**src/rtl/cache_line_arbiter.sv**
```systemverilog
// Shares one memory burst port between the I-cache (reads) and the D-cache (reads/writebacks).
// One line transaction at a time, split into BEATS beats of BEAT_W bits.
module cache_line_arbiter #(
  parameter int LINE_W = 256,
  parameter int BEAT_W = 64
) (
  input  logic              clk,
  input  logic              rst,
  input  logic              i_read,
  input  logic [31:0]       i_addr,
  output logic [LINE_W-1:0] i_rdata,
  output logic              i_resp,
  input  logic              d_read,
  input  logic              d_write,
  input  logic [31:0]       d_addr,
  input  logic [LINE_W-1:0] d_wdata,
  output logic [LINE_W-1:0] d_rdata,
  output logic              d_resp,
  output logic              pmem_read,
  output logic              pmem_write,
  output logic [31:0]       pmem_addr,
  output logic [BEAT_W-1:0] pmem_wdata,
  input  logic [BEAT_W-1:0] pmem_rdata,
  input  logic              pmem_resp
);

  localparam int BEATS = LINE_W / BEAT_W;
  localparam int CNT_W = (BEATS > 1) ? $clog2(BEATS) : 1;

  typedef enum logic [2:0] {
    IDLE = 3'd0,
    I_RD = 3'd1,
    D_RD = 3'd2,
    D_WR = 3'd3,
    DONE = 3'd4
  } state_e;

  state_e            state_q, state_d;
  logic [CNT_W-1:0]  cnt_q, cnt_d;
  logic              last_d_q, last_d_d;   // 1: D side was granted last
  logic              gnt_d_q, gnt_d_d;     // 1: current transaction belongs to D
  logic [31:0]       addr_q, addr_d;
  logic [LINE_W-1:0] wbuf_q, wbuf_d;
  logic [LINE_W-1:0] lbuf_q, lbuf_d;
  logic [LINE_W-1:0] i_rdata_q, i_rdata_d;
  logic [LINE_W-1:0] d_rdata_q, d_rdata_d;

  logic i_req_s, d_req_s, pick_d_s, last_beat_s, burst_s;

  assign i_req_s     = i_read;
  assign d_req_s     = d_read | d_write;
  assign pick_d_s    = d_req_s & (~i_req_s | ~last_d_q);
  assign last_beat_s = (cnt_q == CNT_W'(BEATS - 1));

  // Arbitration, beat sequencing and line assembly
  always_comb begin
    state_d   = state_q;
    cnt_d     = cnt_q;
    last_d_d  = last_d_q;
    gnt_d_d   = gnt_d_q;
    addr_d    = addr_q;
    wbuf_d    = wbuf_q;
    lbuf_d    = lbuf_q;
    i_rdata_d = i_rdata_q;
    d_rdata_d = d_rdata_q;
    case (state_q)
      IDLE: begin
        if (i_req_s | d_req_s) begin
          gnt_d_d  = pick_d_s;
          last_d_d = pick_d_s;
          cnt_d    = '0;
          addr_d   = pick_d_s ? d_addr : i_addr;
          wbuf_d   = d_wdata;
          if (!pick_d_s) begin
            state_d = I_RD;
          end else if (d_write) begin
            state_d = D_WR;
          end else begin
            state_d = D_RD;
          end
        end else begin
          state_d = IDLE;
        end
      end
      I_RD, D_RD: begin
        if (pmem_resp) begin
          lbuf_d[cnt_q*BEAT_W +: BEAT_W] = pmem_rdata;
          cnt_d = cnt_q + CNT_W'(1);
          // Publish the completed line together with the DONE cycle
          if (last_beat_s) begin
            state_d = DONE;
            if (state_q == I_RD) begin
              i_rdata_d = lbuf_d;
            end else begin
              d_rdata_d = lbuf_d;
            end
          end else begin
            state_d = state_q;
          end
        end else begin
          state_d = state_q;
        end
      end
      D_WR: begin
        if (pmem_resp) begin
          cnt_d = cnt_q + CNT_W'(1);
          if (last_beat_s) begin
            state_d = DONE;
          end else begin
            state_d = D_WR;
          end
        end else begin
          state_d = D_WR;
        end
      end
      DONE: begin
        state_d = IDLE;
      end
      default: begin
        state_d = IDLE;
      end
    endcase
  end

  // State and datapath registers
  always_ff @(posedge clk) begin
    if (rst) begin
      state_q   <= IDLE;
      cnt_q     <= '0;
      last_d_q  <= 1'b0;
      gnt_d_q   <= 1'b0;
      addr_q    <= 32'h0000_0000;
      wbuf_q    <= '0;
      lbuf_q    <= '0;
      i_rdata_q <= '0;
      d_rdata_q <= '0;
    end else begin
      state_q   <= state_d;
      cnt_q     <= cnt_d;
      last_d_q  <= last_d_d;
      gnt_d_q   <= gnt_d_d;
      addr_q    <= addr_d;
      wbuf_q    <= wbuf_d;
      lbuf_q    <= lbuf_d;
      i_rdata_q <= i_rdata_d;
      d_rdata_q <= d_rdata_d;
    end
  end

  assign burst_s    = (state_q == I_RD) | (state_q == D_RD) | (state_q == D_WR);
  assign pmem_read  = (state_q == I_RD) | (state_q == D_RD);
  assign pmem_write = (state_q == D_WR);
  assign pmem_addr  = burst_s ? (addr_q & 32'hFFFF_FFE0) : 32'h0000_0000;
  assign pmem_wdata = (state_q == D_WR) ? wbuf_q[cnt_q*BEAT_W +: BEAT_W] : '0;
  assign i_resp     = (state_q == DONE) & ~gnt_d_q;
  assign d_resp     = (state_q == DONE) & gnt_d_q;
  assign i_rdata    = i_rdata_q;
  assign d_rdata    = d_rdata_q;

endmodule

```
**config.mk**
```make
export PLATFORM = sky130hd
export DESIGN_NAME = cache_line_arbiter
export DESIGN_NICKNAME = d
export VERILOG_FILES = /design/src/rtl/cache_line_arbiter.sv
export SDC_FILE = /design/constraint.sdc
export NUM_CORES = 2
export LEC_CHECK = 0
export BUFFER_PORTS_ARGS = -buffer_cell sky130_fd_sc_hd__buf_2
export CAP_MARGIN = 10
export CORE_MARGIN = 5
export CORE_UTILIZATION = 25
export DETAILED_ROUTE_END_ITERATION = 7
export PLACE_DENSITY = 0.41
export SYNTH_ARGS = -nofsm -noshare
export SYNTH_HDL_FRONTEND = slang
export SYNTH_SLANG_ARGS = --single-unit
```
**constraint.sdc**
```tcl
create_clock -name clk -period 3.6 [get_ports clk]
set_input_delay 0.36 -clock clk [delete_from_list [all_inputs] [get_ports clk]]
set_output_delay 0.36 -clock clk [all_outputs]
set_load 0.03 [all_outputs]
```
==> run_results.csv <==
group,metric,value,unit
floorplan,start_util,25.11,%
worst_setup_path,critPathKind,"flop to output pin",
worst_setup_path,cp-start-kind,"flop",
drt,drt-pass1-iter-count,7,
drt,wl_per_cell,26.15,um
sta,finalSetupTns,0,ps
run_status,status,"finished, final reports clean",
clock_tree,clock-sinks,993,
clock_tree,root_buffer,"clkbuf_16",
floorplan,die_area,0.1807,mm^2
sta,slew_viol_final,0,
yosys,synth_seq_area_share,46.15,%
drt,drcViolationCount,0,
placed_design,dp_hpwl,136100,um
sta,period_share,89.92,%
sta,min_period,3237,ps
worst_setup_path,worst_ep_arrival_time,2880,ps
cells_and_area,layout.nets,6191,
clock_tree,clockBufferDepth,3,
sta,max_freq,308.9,MHz
drt,drt_iter0_markers,3450,
yosys,syn_area_per_cell,8.832,um^2
clock_tree,clkLatencyLatePin,780,ps
floorplan,core_area,0.1715,mm^2
worst_setup_path,required,3240,ps
floorplan,chipHeight,425.1,um
yosys,yosysUniqueCellTypes,47,
drt,num_vias,43718,
yosys,synth_edf_count,0,
yosys,synth-seq-cells,993,
sta,final-hold-violation-count,0,
cells_and_area,fillerInstances,18188,
worst_setup_path,r2r-end,"lbuf_q[120]",
yosys,synth_ff_type,"dfxtp_1",
global_route,grt_overflow,0,
sta,worst_pin_slew,1120,ps
clock_tree,cts_tree,"built",
worst_setup_path,cp_max_fo,66,
worst_setup_path,end_kind,"output pin",
sta,fin_ws,362.8,ps
cells_and_area,drive_gt1_share,23.45,%
placed_design,io_buffer_count,986,
global_route,grt_pass1_wl,308700,um
floorplan,fp-row-count,152,
drt,ant_nets,0,
placed_design,place_inst,7611,
global_route,grt_usage,22.50,%
hold_path,min_path_type,"input port to flop",
job,cap_violations,0,
global_route,antenna_found_initial,33,
floorplan,fp.dieW,425.1,um
worst_setup_path,reg2reg_from,"cnt_q[0]",
yosys,syn_area,0.04307,mm^2
sta,slew-limit-headroom,25.31,%
sta,rsz0062_at_grt,"no",
yosys,async_flop_share,0,%
yosys,yosys_warnings,0,
placed_design,gp_congestion,0.8253,
placed_design,place_ws,812.5,ps
cells_and_area,fin_util,33.41,%
sta,clock_skew,47.76,ps
clock_tree,clkSlewWorstSetupHoldPaths,60,ps
clock_tree,cts_buffers,117,
global_route,grt_max_degree,167,
worst_setup_path,critPathLaunch,"cnt_q[0]",
global_route,grt_pass1_vias,42565,
worst_setup_path,r2r_slack,810,ps
cells_and_area,final_cells,8218,
drt,via_per_inst,5.320,
yosys,syn_inst,4877,
clock_tree,ctsHtreeMaxLevel,3,
power,power_leakage,22.12,nW
worst_setup_path,reg2reg_depth,6,
power,vdd_drop_max,0.0004389,V
floorplan,io_pins,1002,
drt,drt-total-wl,214900,um
sta,setup_viol,0,
power,power_density,496.9,mW/mm^2
cells_and_area,area_delta_synth_final,33.05,%
worst_setup_path,worstSetupEndpoint,"pmem_wdata[56]",
[cells in the mapped netlist, types with 3 or more instances]
| cell type | instances | area (um^2) |
|---|---|---|
| dfxtp_1 | 993 | 19880 |
| and3b_1 | 65 | 569.3 |
| a211oi_1 | 128 | 960.9 |
| nand2b_1 | 257 | 1608 |
| buf_6 | 6 | 67.56 |
| or3_1 | 3 | 18.77 |
| a32oi_1 | 64 | 560.5 |
| and3_1 | 65 | 406.6 |
| clkbuf_1 | 434 | 1629 |
| mux4_2 | 64 | 1441 |
| inv_1 | 4 | 15.01 |
| nand4_1 | 192 | 1201 |
| and4bb_2 | 3 | 37.54 |
| nor2_1 | 6 | 22.52 |
| mux2i_1 | 128 | 1281 |
| o21ai_0 | 449 | 2247 |
| buf_4 | 21 | 157.7 |
| a21oi_1 | 863 | 4319 |
| ha_1 | 5 | 62.56 |
| buf_2 | 201 | 1006 |
| nand3_1 | 386 | 1932 |
| nand2_1 | 187 | 701.9 |
| buf_1 | 17 | 63.81 |
| a311oi_1 | 283 | 2479 |
| and2_1 | 27 | 168.9 |
[cell type report]
| cell class | count | area (um^2) | share of cell area, % |
|---|---|---|---|
| diodes | 20 | 50.05 | 0.08733 |
| repair buffers | 1476 | 10140 | 17.69 |
| inverters | 5 | 32.53 | 0.05677 |
| multi-input cells | 3203 | 20430 | 35.64 |
| flip-flops and latches | 993 | 19890 | 34.72 |
| clock inverters | 48 | 561.8 | 0.9803 |
| well taps | 2310 | 2890 | 5.044 |
| clock buffers | 163 | 3312 | 5.779 |
[stage by stage]
stage                     instance area, um^2  total power, mW  hold slack [ps]
after floorplan                         43090            14.52            449.3
after global placement                  49620            16.14            457.5
after detailed placement                49620            16.15            463.1
after CTS                               57260            28.82            53.46
after global routing                    57300            29.59            117.2
final                                   57310            28.48            133.8
[critical path: stages, from the launching register on]
cell	delay, ps
dfxtp_4	460
buf_12	430
mux4_2	580
and3_1	300
buf_2	220
[placed cells by master, fill, tap and decap left out, types with 118 or more instances in the layout]
cell	Yosys	final
a211oi_1	128	128
a21oi_1	863	863
a311oi_1	283	283
buf_2	201	985
clkbuf_16	0	118
dfxtp_1	993	989
dlygate4sd3_1	0	376
mux2i_1	128	128
nand2_1	187	187
nand2b_1	257	257
nand3_1	386	384
nand4_1	192	192
o21ai_0	449	449
[metal layers]
metal / vias up / track usage (%) / wire length [um]
met2: 1623 / 37.52 / 101500
met4: 6 / 10.50 / 11250
met1: 21762 / 28.11 / 89170
met3: 362 / 4.189 / 12970
li1: 19965 / - / -
met5: - / 0 / 30
[timing repair]
action | in CTS | in global routing
gates resized for setup | 0 | 0
endpoints found under the hold margin | 687 | 0
hold buffers | 376 | 0
setup buffers | 0 | 0
setup endpoints to repair | 0 | 0
[kinds of logic (layout without fill, tap and decap cells)]
group | Yosys count | in the layout | share of synthesized area (%)
AO/OA/AOI/OAI | 1793 | 1793 | 24.66
XOR/XNOR | 2 | 2 | 0.04068
adder cells (fa/ha/maj) | 5 | 5 | 0.1452
buffers and inverters | 685 | 1692 | 6.844
flip-flops | 993 | 993 | 46.15
multiplexers | 192 | 192 | 6.321
other | 1 | 25 | 0.008706
AND/OR/NAND/NOR | 1206 | 1206 | 15.83
[power by group]
group | switching (mW) | total, mW | internal [mW] | leakage [nW]
Sequential | 0.254 | 11.7 | 11.4 | 8.06
Combinational | 3.04 | 4.62 | 1.58 | 12.2
Clock | 5.17 | 12.2 | 6.98 | 1.90
[state kept, by name, indices dropped and copies added (netlist names)]
| register | cells |
|---|---|
| i_rdata | 256 |
| state_q | 3 |
| lbuf_q | 192 |
| addr_q | 27 |
| wbuf_q | 256 |
| d_rdata | 256 |
| cnt_q | 2 |
| gnt_d_q | 1 |
[how the worst min path moves through the flow]
stage | start | depth (start not counted) | slack, ps | to
floorplan | lbuf_q[173] | 2 | 450 | lbuf_q[173]
global placement | lbuf_q[191] | 2 | 460 | lbuf_q[191]
detailed placement | wbuf_q[40] | 2 | 460 | wbuf_q[40]
CTS | d_write | 4 | 50 | gnt_d_q
global route | d_write | 4 | 120 | gnt_d_q
finish | d_write | 4 | 130 | gnt_d_q
Power figures use the tool's default switching activity.
